## src/rtl/ram_2w2r_port_arbiter.sv

```systemverilog
// Shares the two read and two write ports of a 2W2R RAM among NUM_REQ requesters using
// independent dual-grant round-robin arbiters, and routes 1-cycle read returns to their owners.
module ram_2w2r_port_arbiter #(
    parameter int unsigned NUM_REQ        = 4,
    parameter int unsigned REQ_IDX_WIDTH  = 2,
    parameter int unsigned RAM_ADDR_WIDTH = 8,
    parameter int unsigned RAM_DATA_WIDTH = 32,
    parameter int unsigned CNT_WIDTH      = 16
) (
    input  logic                              clk,
    input  logic                              rst_n,
    input  logic [NUM_REQ-1:0]                rd_req_val_i,
    input  logic [NUM_REQ*RAM_ADDR_WIDTH-1:0] rd_req_addr_i,
    output logic [NUM_REQ-1:0]                rd_req_rdy_o,
    output logic [NUM_REQ-1:0]                rd_rsp_val_o,
    output logic [NUM_REQ-1:0]                rd_rsp_sel_o,
    output logic [RAM_DATA_WIDTH-1:0]         rd_rsp_data_o,
    output logic [RAM_DATA_WIDTH-1:0]         rd_rsp_data1_o,
    input  logic [NUM_REQ-1:0]                wr_req_val_i,
    input  logic [NUM_REQ*RAM_ADDR_WIDTH-1:0] wr_req_addr_i,
    input  logic [NUM_REQ*RAM_DATA_WIDTH-1:0] wr_req_data_i,
    output logic [NUM_REQ-1:0]                wr_req_rdy_o,
    output logic                              r0_val_o,
    output logic [RAM_ADDR_WIDTH-1:0]         r0_addr_o,
    input  logic [RAM_DATA_WIDTH-1:0]         r0_data_i,
    output logic                              r1_val_o,
    output logic [RAM_ADDR_WIDTH-1:0]         r1_addr_o,
    input  logic [RAM_DATA_WIDTH-1:0]         r1_data_i,
    output logic                              w0_val_o,
    output logic [RAM_ADDR_WIDTH-1:0]         w0_addr_o,
    output logic [RAM_DATA_WIDTH-1:0]         w0_data_o,
    output logic                              w1_val_o,
    output logic [RAM_ADDR_WIDTH-1:0]         w1_addr_o,
    output logic [RAM_DATA_WIDTH-1:0]         w1_data_o,
    output logic [CNT_WIDTH-1:0]              wr_conflict_cnt_o
);

    localparam int unsigned AW = RAM_ADDR_WIDTH;
    localparam int unsigned DW = RAM_DATA_WIDTH;
    localparam int unsigned IW = REQ_IDX_WIDTH;

    function automatic logic [IW-1:0] wrap_add(logic [IW-1:0] base, int unsigned off);
        int unsigned sum;
        sum = 32'(base) + off;
        if (sum >= NUM_REQ) sum = sum - NUM_REQ;
        return IW'(sum);
    endfunction

    function automatic logic [NUM_REQ-1:0] onehot(logic vld, logic [IW-1:0] idx);
        logic [NUM_REQ-1:0] oh;
        oh      = '0;
        oh[idx] = vld;
        return oh;
    endfunction

    function automatic logic [AW-1:0] addr_of(logic [NUM_REQ*AW-1:0] vec, logic [IW-1:0] idx);
        return vec[32'(idx)*AW +: AW];
    endfunction

    function automatic logic [DW-1:0] data_of(logic [NUM_REQ*DW-1:0] vec, logic [IW-1:0] idx);
        return vec[32'(idx)*DW +: DW];
    endfunction

    // Gating with rst_n keeps every grant and RAM valid low for the whole reset window.
    logic [NUM_REQ-1:0] rd_val, wr_val;
    assign rd_val = rd_req_val_i & {NUM_REQ{rst_n}};
    assign wr_val = wr_req_val_i & {NUM_REQ{rst_n}};

    logic [IW-1:0]        rd_ptr_q, rd_ptr_d, wr_ptr_q, wr_ptr_d;
    logic                 rd_g0_vld, rd_g1_vld, wr_g0_vld, wr_g1_vld, wr_conflict;
    logic [IW-1:0]        rd_g0_idx, rd_g1_idx, wr_g0_idx, wr_g1_idx;
    logic                 rsp_vld0_q, rsp_vld1_q;
    logic [IW-1:0]        rsp_own0_q, rsp_own1_q;
    logic [NUM_REQ-1:0]   rsp_sel_q;
    logic [CNT_WIDTH-1:0] cnt_q, cnt_d;

    always_comb begin
        rd_g0_vld = 1'b0;
        rd_g0_idx = '0;
        rd_g1_vld = 1'b0;
        rd_g1_idx = '0;
        for (int unsigned k = 0; k < NUM_REQ; k++) begin
            if (!rd_g0_vld && rd_val[wrap_add(rd_ptr_q, k)]) begin
                rd_g0_vld = 1'b1;
                rd_g0_idx = wrap_add(rd_ptr_q, k);
            end
        end
        for (int unsigned k = 1; k < NUM_REQ; k++) begin
            if (rd_g0_vld && !rd_g1_vld && rd_val[wrap_add(rd_g0_idx, k)]) begin
                rd_g1_vld = 1'b1;
                rd_g1_idx = wrap_add(rd_g0_idx, k);
            end
        end
        rd_ptr_d = rd_ptr_q;
        if (rd_g1_vld) begin
            rd_ptr_d = wrap_add(rd_g1_idx, 1);
        end else if (rd_g0_vld) begin
            rd_ptr_d = wrap_add(rd_g0_idx, 1);
        end
    end

    // Second write slot skips anyone targeting G0's address; the skip is what gets counted.
    always_comb begin
        wr_g0_vld   = 1'b0;
        wr_g0_idx   = '0;
        wr_g1_vld   = 1'b0;
        wr_g1_idx   = '0;
        wr_conflict = 1'b0;
        for (int unsigned k = 0; k < NUM_REQ; k++) begin
            if (!wr_g0_vld && wr_val[wrap_add(wr_ptr_q, k)]) begin
                wr_g0_vld = 1'b1;
                wr_g0_idx = wrap_add(wr_ptr_q, k);
            end
        end
        for (int unsigned k = 1; k < NUM_REQ; k++) begin
            if (wr_g0_vld && !wr_g1_vld && wr_val[wrap_add(wr_g0_idx, k)]) begin
                if (addr_of(wr_req_addr_i, wrap_add(wr_g0_idx, k)) ==
                    addr_of(wr_req_addr_i, wr_g0_idx)) begin
                    wr_conflict = 1'b1;
                end else begin
                    wr_g1_vld = 1'b1;
                    wr_g1_idx = wrap_add(wr_g0_idx, k);
                end
            end
        end
        wr_ptr_d = wr_ptr_q;
        if (wr_g1_vld) begin
            wr_ptr_d = wrap_add(wr_g1_idx, 1);
        end else if (wr_g0_vld) begin
            wr_ptr_d = wrap_add(wr_g0_idx, 1);
        end
        cnt_d = cnt_q;
        if (wr_conflict && (cnt_q != {CNT_WIDTH{1'b1}})) begin
            cnt_d = cnt_q + 1'b1;
        end
    end

    always_ff @(posedge clk or negedge rst_n) begin
        if (!rst_n) begin
            rd_ptr_q   <= '0;
            wr_ptr_q   <= '0;
            rsp_vld0_q <= 1'b0;
            rsp_vld1_q <= 1'b0;
            rsp_own0_q <= '0;
            rsp_own1_q <= '0;
            rsp_sel_q  <= '0;
            cnt_q      <= '0;
        end else begin
            rd_ptr_q   <= rd_ptr_d;
            wr_ptr_q   <= wr_ptr_d;
            rsp_vld0_q <= rd_g0_vld;
            rsp_vld1_q <= rd_g1_vld;
            rsp_own0_q <= rd_g0_idx;
            rsp_own1_q <= rd_g1_idx;
            rsp_sel_q  <= onehot(rd_g1_vld, rd_g1_idx);
            cnt_q      <= cnt_d;
        end
    end

    assign rd_req_rdy_o = onehot(rd_g0_vld, rd_g0_idx) | onehot(rd_g1_vld, rd_g1_idx);
    assign wr_req_rdy_o = onehot(wr_g0_vld, wr_g0_idx) | onehot(wr_g1_vld, wr_g1_idx);

    assign r0_val_o  = rd_g0_vld;
    assign r0_addr_o = rd_g0_vld ? addr_of(rd_req_addr_i, rd_g0_idx) : '0;
    assign r1_val_o  = rd_g1_vld;
    assign r1_addr_o = rd_g1_vld ? addr_of(rd_req_addr_i, rd_g1_idx) : '0;

    assign w0_val_o  = wr_g0_vld;
    assign w0_addr_o = wr_g0_vld ? addr_of(wr_req_addr_i, wr_g0_idx) : '0;
    assign w0_data_o = wr_g0_vld ? data_of(wr_req_data_i, wr_g0_idx) : '0;
    assign w1_val_o  = wr_g1_vld;
    assign w1_addr_o = wr_g1_vld ? addr_of(wr_req_addr_i, wr_g1_idx) : '0;
    assign w1_data_o = wr_g1_vld ? data_of(wr_req_data_i, wr_g1_idx) : '0;

    // Requesters with rd_rsp_sel set take rd_rsp_data1 (the r1 return).
    assign rd_rsp_val_o   = onehot(rsp_vld0_q, rsp_own0_q) | onehot(rsp_vld1_q, rsp_own1_q);
    assign rd_rsp_sel_o   = rsp_sel_q;
    assign rd_rsp_data_o  = r0_data_i;
    assign rd_rsp_data1_o = r1_data_i;

    assign wr_conflict_cnt_o = cnt_q;

endmodule

```

## config.mk

```make
export PLATFORM = sky130hd
export DESIGN_NAME = ram_2w2r_port_arbiter
export DESIGN_NICKNAME = d
export VERILOG_FILES = /design/src/rtl/ram_2w2r_port_arbiter.sv
export SDC_FILE = /design/constraint.sdc
export NUM_CORES = 1
export LEC_CHECK = 0
export BUFFER_PORTS_ARGS = -buffer_cell sky130_fd_sc_hd__buf_2
export CORE_AREA = 4 4 176 178
export DETAILED_ROUTE_END_ITERATION = 10
export DIE_AREA = 0 0 180 182
export PLACE_DENSITY = 0.56
export REMOVE_ABC_BUFFERS = 1
export SYNTH_ARGS = -nofsm -noshare
export SYNTH_HDL_FRONTEND = slang
export SYNTH_SLANG_ARGS = --single-unit
export TNS_END_PERCENT = 5
```

## constraint.sdc

```tcl
create_clock -name clk -period 12.85 [get_ports clk]
set_clock_uncertainty 0.1 [all_clocks]
set_input_delay 2.57 -clock clk [delete_from_list [all_inputs] [get_ports clk]]
set_output_delay 2.57 -clock clk [all_outputs]
set_load 0.01 [all_outputs]
```

==> impl_metrics.tcl <==
set metrics [dict create \
    outcome "finished clean" \
    worst_setup_path_start_kind "input port" \
    drive_above_1_share_pct 43.25 \
    required_ns 10.18 \
    internal_power_uw 754.1 \
    core-area_um2 29400 \
    async_flop_share_pct 100.0 \
    clkTransAtPathRegs_ns 0.05 \
    place_inst 1427 \
    rows 63 \
    hold_path_class "register to register" \
    ctsResizeCount 0 \
    hold_path_startpoint "wr_conflict_cnt_o[15]" \
    period_minus_slack_ns 10.99 \
    cts_root_buf "clkbuf_16" \
    hold_buffers 0 \
    overflow 0 \
    cellLeakagePower_nw 3.901 \
    vias 7862 \
    drv_cap 0 \
    place_hpwl_um 27720 \
    p_clk_share_pct 8.0 \
    p_sw_share_pct 54.07 \
    dieWidth_um 180 \
    tritoncts "done" \
    cts.htree.levels 2 \
    syn_avg_cell_area_um2 8.207 \
    post_cts_buffers 0 \
    ios 462 \
    cp_max_fo 63 \
    finalWeightedCongestion 0.9610 \
    grt_start_max_net_pins 76 \
    port_buffers 333 \
    worstHoldPathCells 1 \
    most-common-layout-cells "buf_2 (333), nor2_1 (92), o21ai_0 (71)" \
    clk_latency_ns 0.27 \
    post_dp_cell_area_um2 8184 \
    power_mw 1.642 \
    drt_wl_total_um 34580 \
    holdPathEnd "wr_conflict_cnt_o[15]" \
    fillerInstances 3188 \
    numCtsBuffers 5 \
    pwr-share-seq_pct 9.4 \
    cts_sinks 30 \
    viasPerCell 5.467 \
    nets 1327 \
    cellPowerDensity_nw_per_um2 196.5 \
    first_global_vias 7652 \
    final_common_cell "buf_2" \
    reg2reg_depth 14 \
    final_core_util_pct 28.42 \
    worstMarginPinSlew_ns 1.079 \
    p_comb_share_pct 82.6 \
    holdWs_ns 0.3870 \
    synth_area_um2 6721 \
    drc 0 \
    fin_crit_sh_pct 85.51 \
    synth_edf_count 0 \
    r2r_setup_slack_ns 6.88 \
    end_kind "output pin" \
    synth_seq_cells 30 \
    final_hold_viol_count 0 \
    fmax_ghz 0.09101 \
    yosys_warnings 0 \
    relSlewSlack_pct 27.57 \
    dr.first_iter.drc_count 572 \
    start_util_pct 22.86 \
    timing.rr.start "wr_ptr_q[0]" \
    rsz0062_at_grt "false" \
    path_class "input port to output pin" \
    synth_seq_area_share_pct 11.17 \
    die_h_um 182 \
    ant_nets 0 \
    dieArea_um2 32760 \
    post_drt_wl_per_cell_um 24.04 \
    final_cells 1438 \
    dominantRegCellSynth "dfrtp_1" \
    timing.rr.end "wr_ptr_q[1]" \
    critical_path_arrival_ns 8.32 \
    setup_viol_count_final 0 \
    first_pass_iters 5 \
    grt_usage_pct 19.68 \
    drv_slew 0 \
    antenna_found_initial 18 \
    grt_pass1_wl_um 50180 \
    clock_path_buffers 2 \
    synth_cell_types 60 \
    vdd_drop_max_mv 0.1592 \
    p_switching_uw 887.8 \
    netlist_instances 819 \
    area_delta_synth_final_pct 24.33 \
    fin_area_um2 8357 \
]
==> routing by layer <==
layer / track usage [%] / wire length, um
met1: 23.69 / 13490
met2: 29.41 / 14600
met3: 13.26 / 5574
met4: 2.743 / 499
met5: 5.481 / 417
==> per-stage QoR <==
step                worst slack (ns)  setup TNS (ns)
finish                         1.862               0
global route                   1.450               0
CTS                            1.853               0
detailed placement             1.847               0
global placement               2.050               0
floorplan                    -0.5282          -14.43
==> cell families after synthesis <==
| group | count (synthesis) | share of synthesized area, % |
|---|---|---|
| flops | 30 | 11.17 |
| compound gates | 215 | 22.52 |
| xor+xnor | 29 | 3.779 |
| buf+inv | 147 | 12.99 |
| mux | 94 | 24.26 |
| simple gates | 286 | 21.97 |
| fa+ha+maj | 18 | 3.313 |
==> layout make-up <==
type / count / area [um^2] / area share, %
Antenna cell: 3 / 7.507 / 0.08983
Clock buffer: 5 / 125.1 / 1.497
Clock inverter: 3 / 40.04 / 0.4791
Inverter: 22 / 83.83 / 1.003
Multi-Input combinational cell: 642 / 5120 / 61.27
Sequential cell: 30 / 750.7 / 8.983
Tap cell: 390 / 488.0 / 5.839
Timing Repair Buffer: 343 / 1742 / 20.84
==> Yosys cell counts, drive strengths merged (2+ instances only) <==
library cell / n / area (um^2)
a2111o: 2 / 22.52
a211oi: 2 / 15.01
a21o: 6 / 45.04
a21oi: 12 / 60.06
a221o: 2 / 20.02
a221oi: 16 / 140.1
a22o: 5 / 43.79
a22oi: 3 / 22.52
a31oi: 2 / 12.51
and2: 64 / 402.9
and3: 5 / 31.28
buf: 102 / 701.9
clkbuf: 23 / 87.58
clkinv: 3 / 12.51
dfrtp: 30 / 750.7
ha: 17 / 212.7
inv: 19 / 71.31
mux2: 11 / 123.9
mux2i: 29 / 290.3
mux4: 54 / 1216
nand2: 34 / 127.6
nand2b: 5 / 31.28
nand3: 18 / 90.09
nand4: 10 / 62.56
nor2: 92 / 345.3
nor2b: 4 / 25.02
nor3: 14 / 70.07
nor4: 15 / 93.84
nor4b: 5 / 62.56
o211ai: 32 / 340.3
o21a: 2 / 15.01
o21ai: 73 / 365.4
o221ai: 7 / 61.31
o22ai: 43 / 269.0
or3: 16 / 100.1
or4: 2 / 18.77
xor2: 29 / 254.0
==> worst max-delay path: stages <==
cell and delay [ns]:
buf_2 0.18, clkinv_1 0.24, a21oi_1 0.18, or2_1 0.56, and2_1 0.32, inv_2 0.28, buf_4 0.36, a221oi_1 0.55
or3_1 0.20, nand4_1 0.09, or4_4 0.58, and2_4 0.27, o2bb2ai_4 0.17, clkinv_2 0.78, buf_4 0.51, o21ai_0 0.17
o22ai_1 0.11, buf_2 0.15
==> how the worst max path moves through the flow <==
stage | startpoint | endpoint | slack [ns] | cells after the start
3_3_place_gp | rst_n | w1_data_o[14] | 2.05 | 18
6_report | rst_n | w1_data_o[20] | 1.86 | 18
3_5_place_dp | rst_n | w1_data_o[20] | 1.85 | 18
4_1_cts | rst_n | w1_data_o[20] | 1.85 | 18
2_1_floorplan | wr_req_val_i[1] | wr_req_rdy_o[0] | -0.53 | 13
5_1_grt | wr_req_val_i[0] | w1_data_o[11] | 1.45 | 17
==> power by group through the flow <==
stage / clock network, mW / logic (mW) / registers, mW
after floorplan: 0 / 0.860 / 0.155
after detailed placement: 0 / 1.36 / 0.154
after CTS: 0.134 / 1.36 / 0.153
final: 0.132 / 1.36 / 0.154
after global routing: 0.140 / 1.48 / 0.159
after global placement: 0 / 1.35 / 0.153
==> registers in the layout (all words and copies together), names as in the netlist <==
| signal | count |
|---|---|
| rsp_vld0_q | 1 |
| rsp_own0_q | 2 |
| wr_conflict_cnt_o | 16 |
| rsp_vld1_q | 1 |
| rd_rsp_sel_o | 4 |
| wr_ptr_q | 2 |
| rsp_own1_q | 2 |
| rd_ptr_q | 2 |
(Power assumes the default switching activity.)
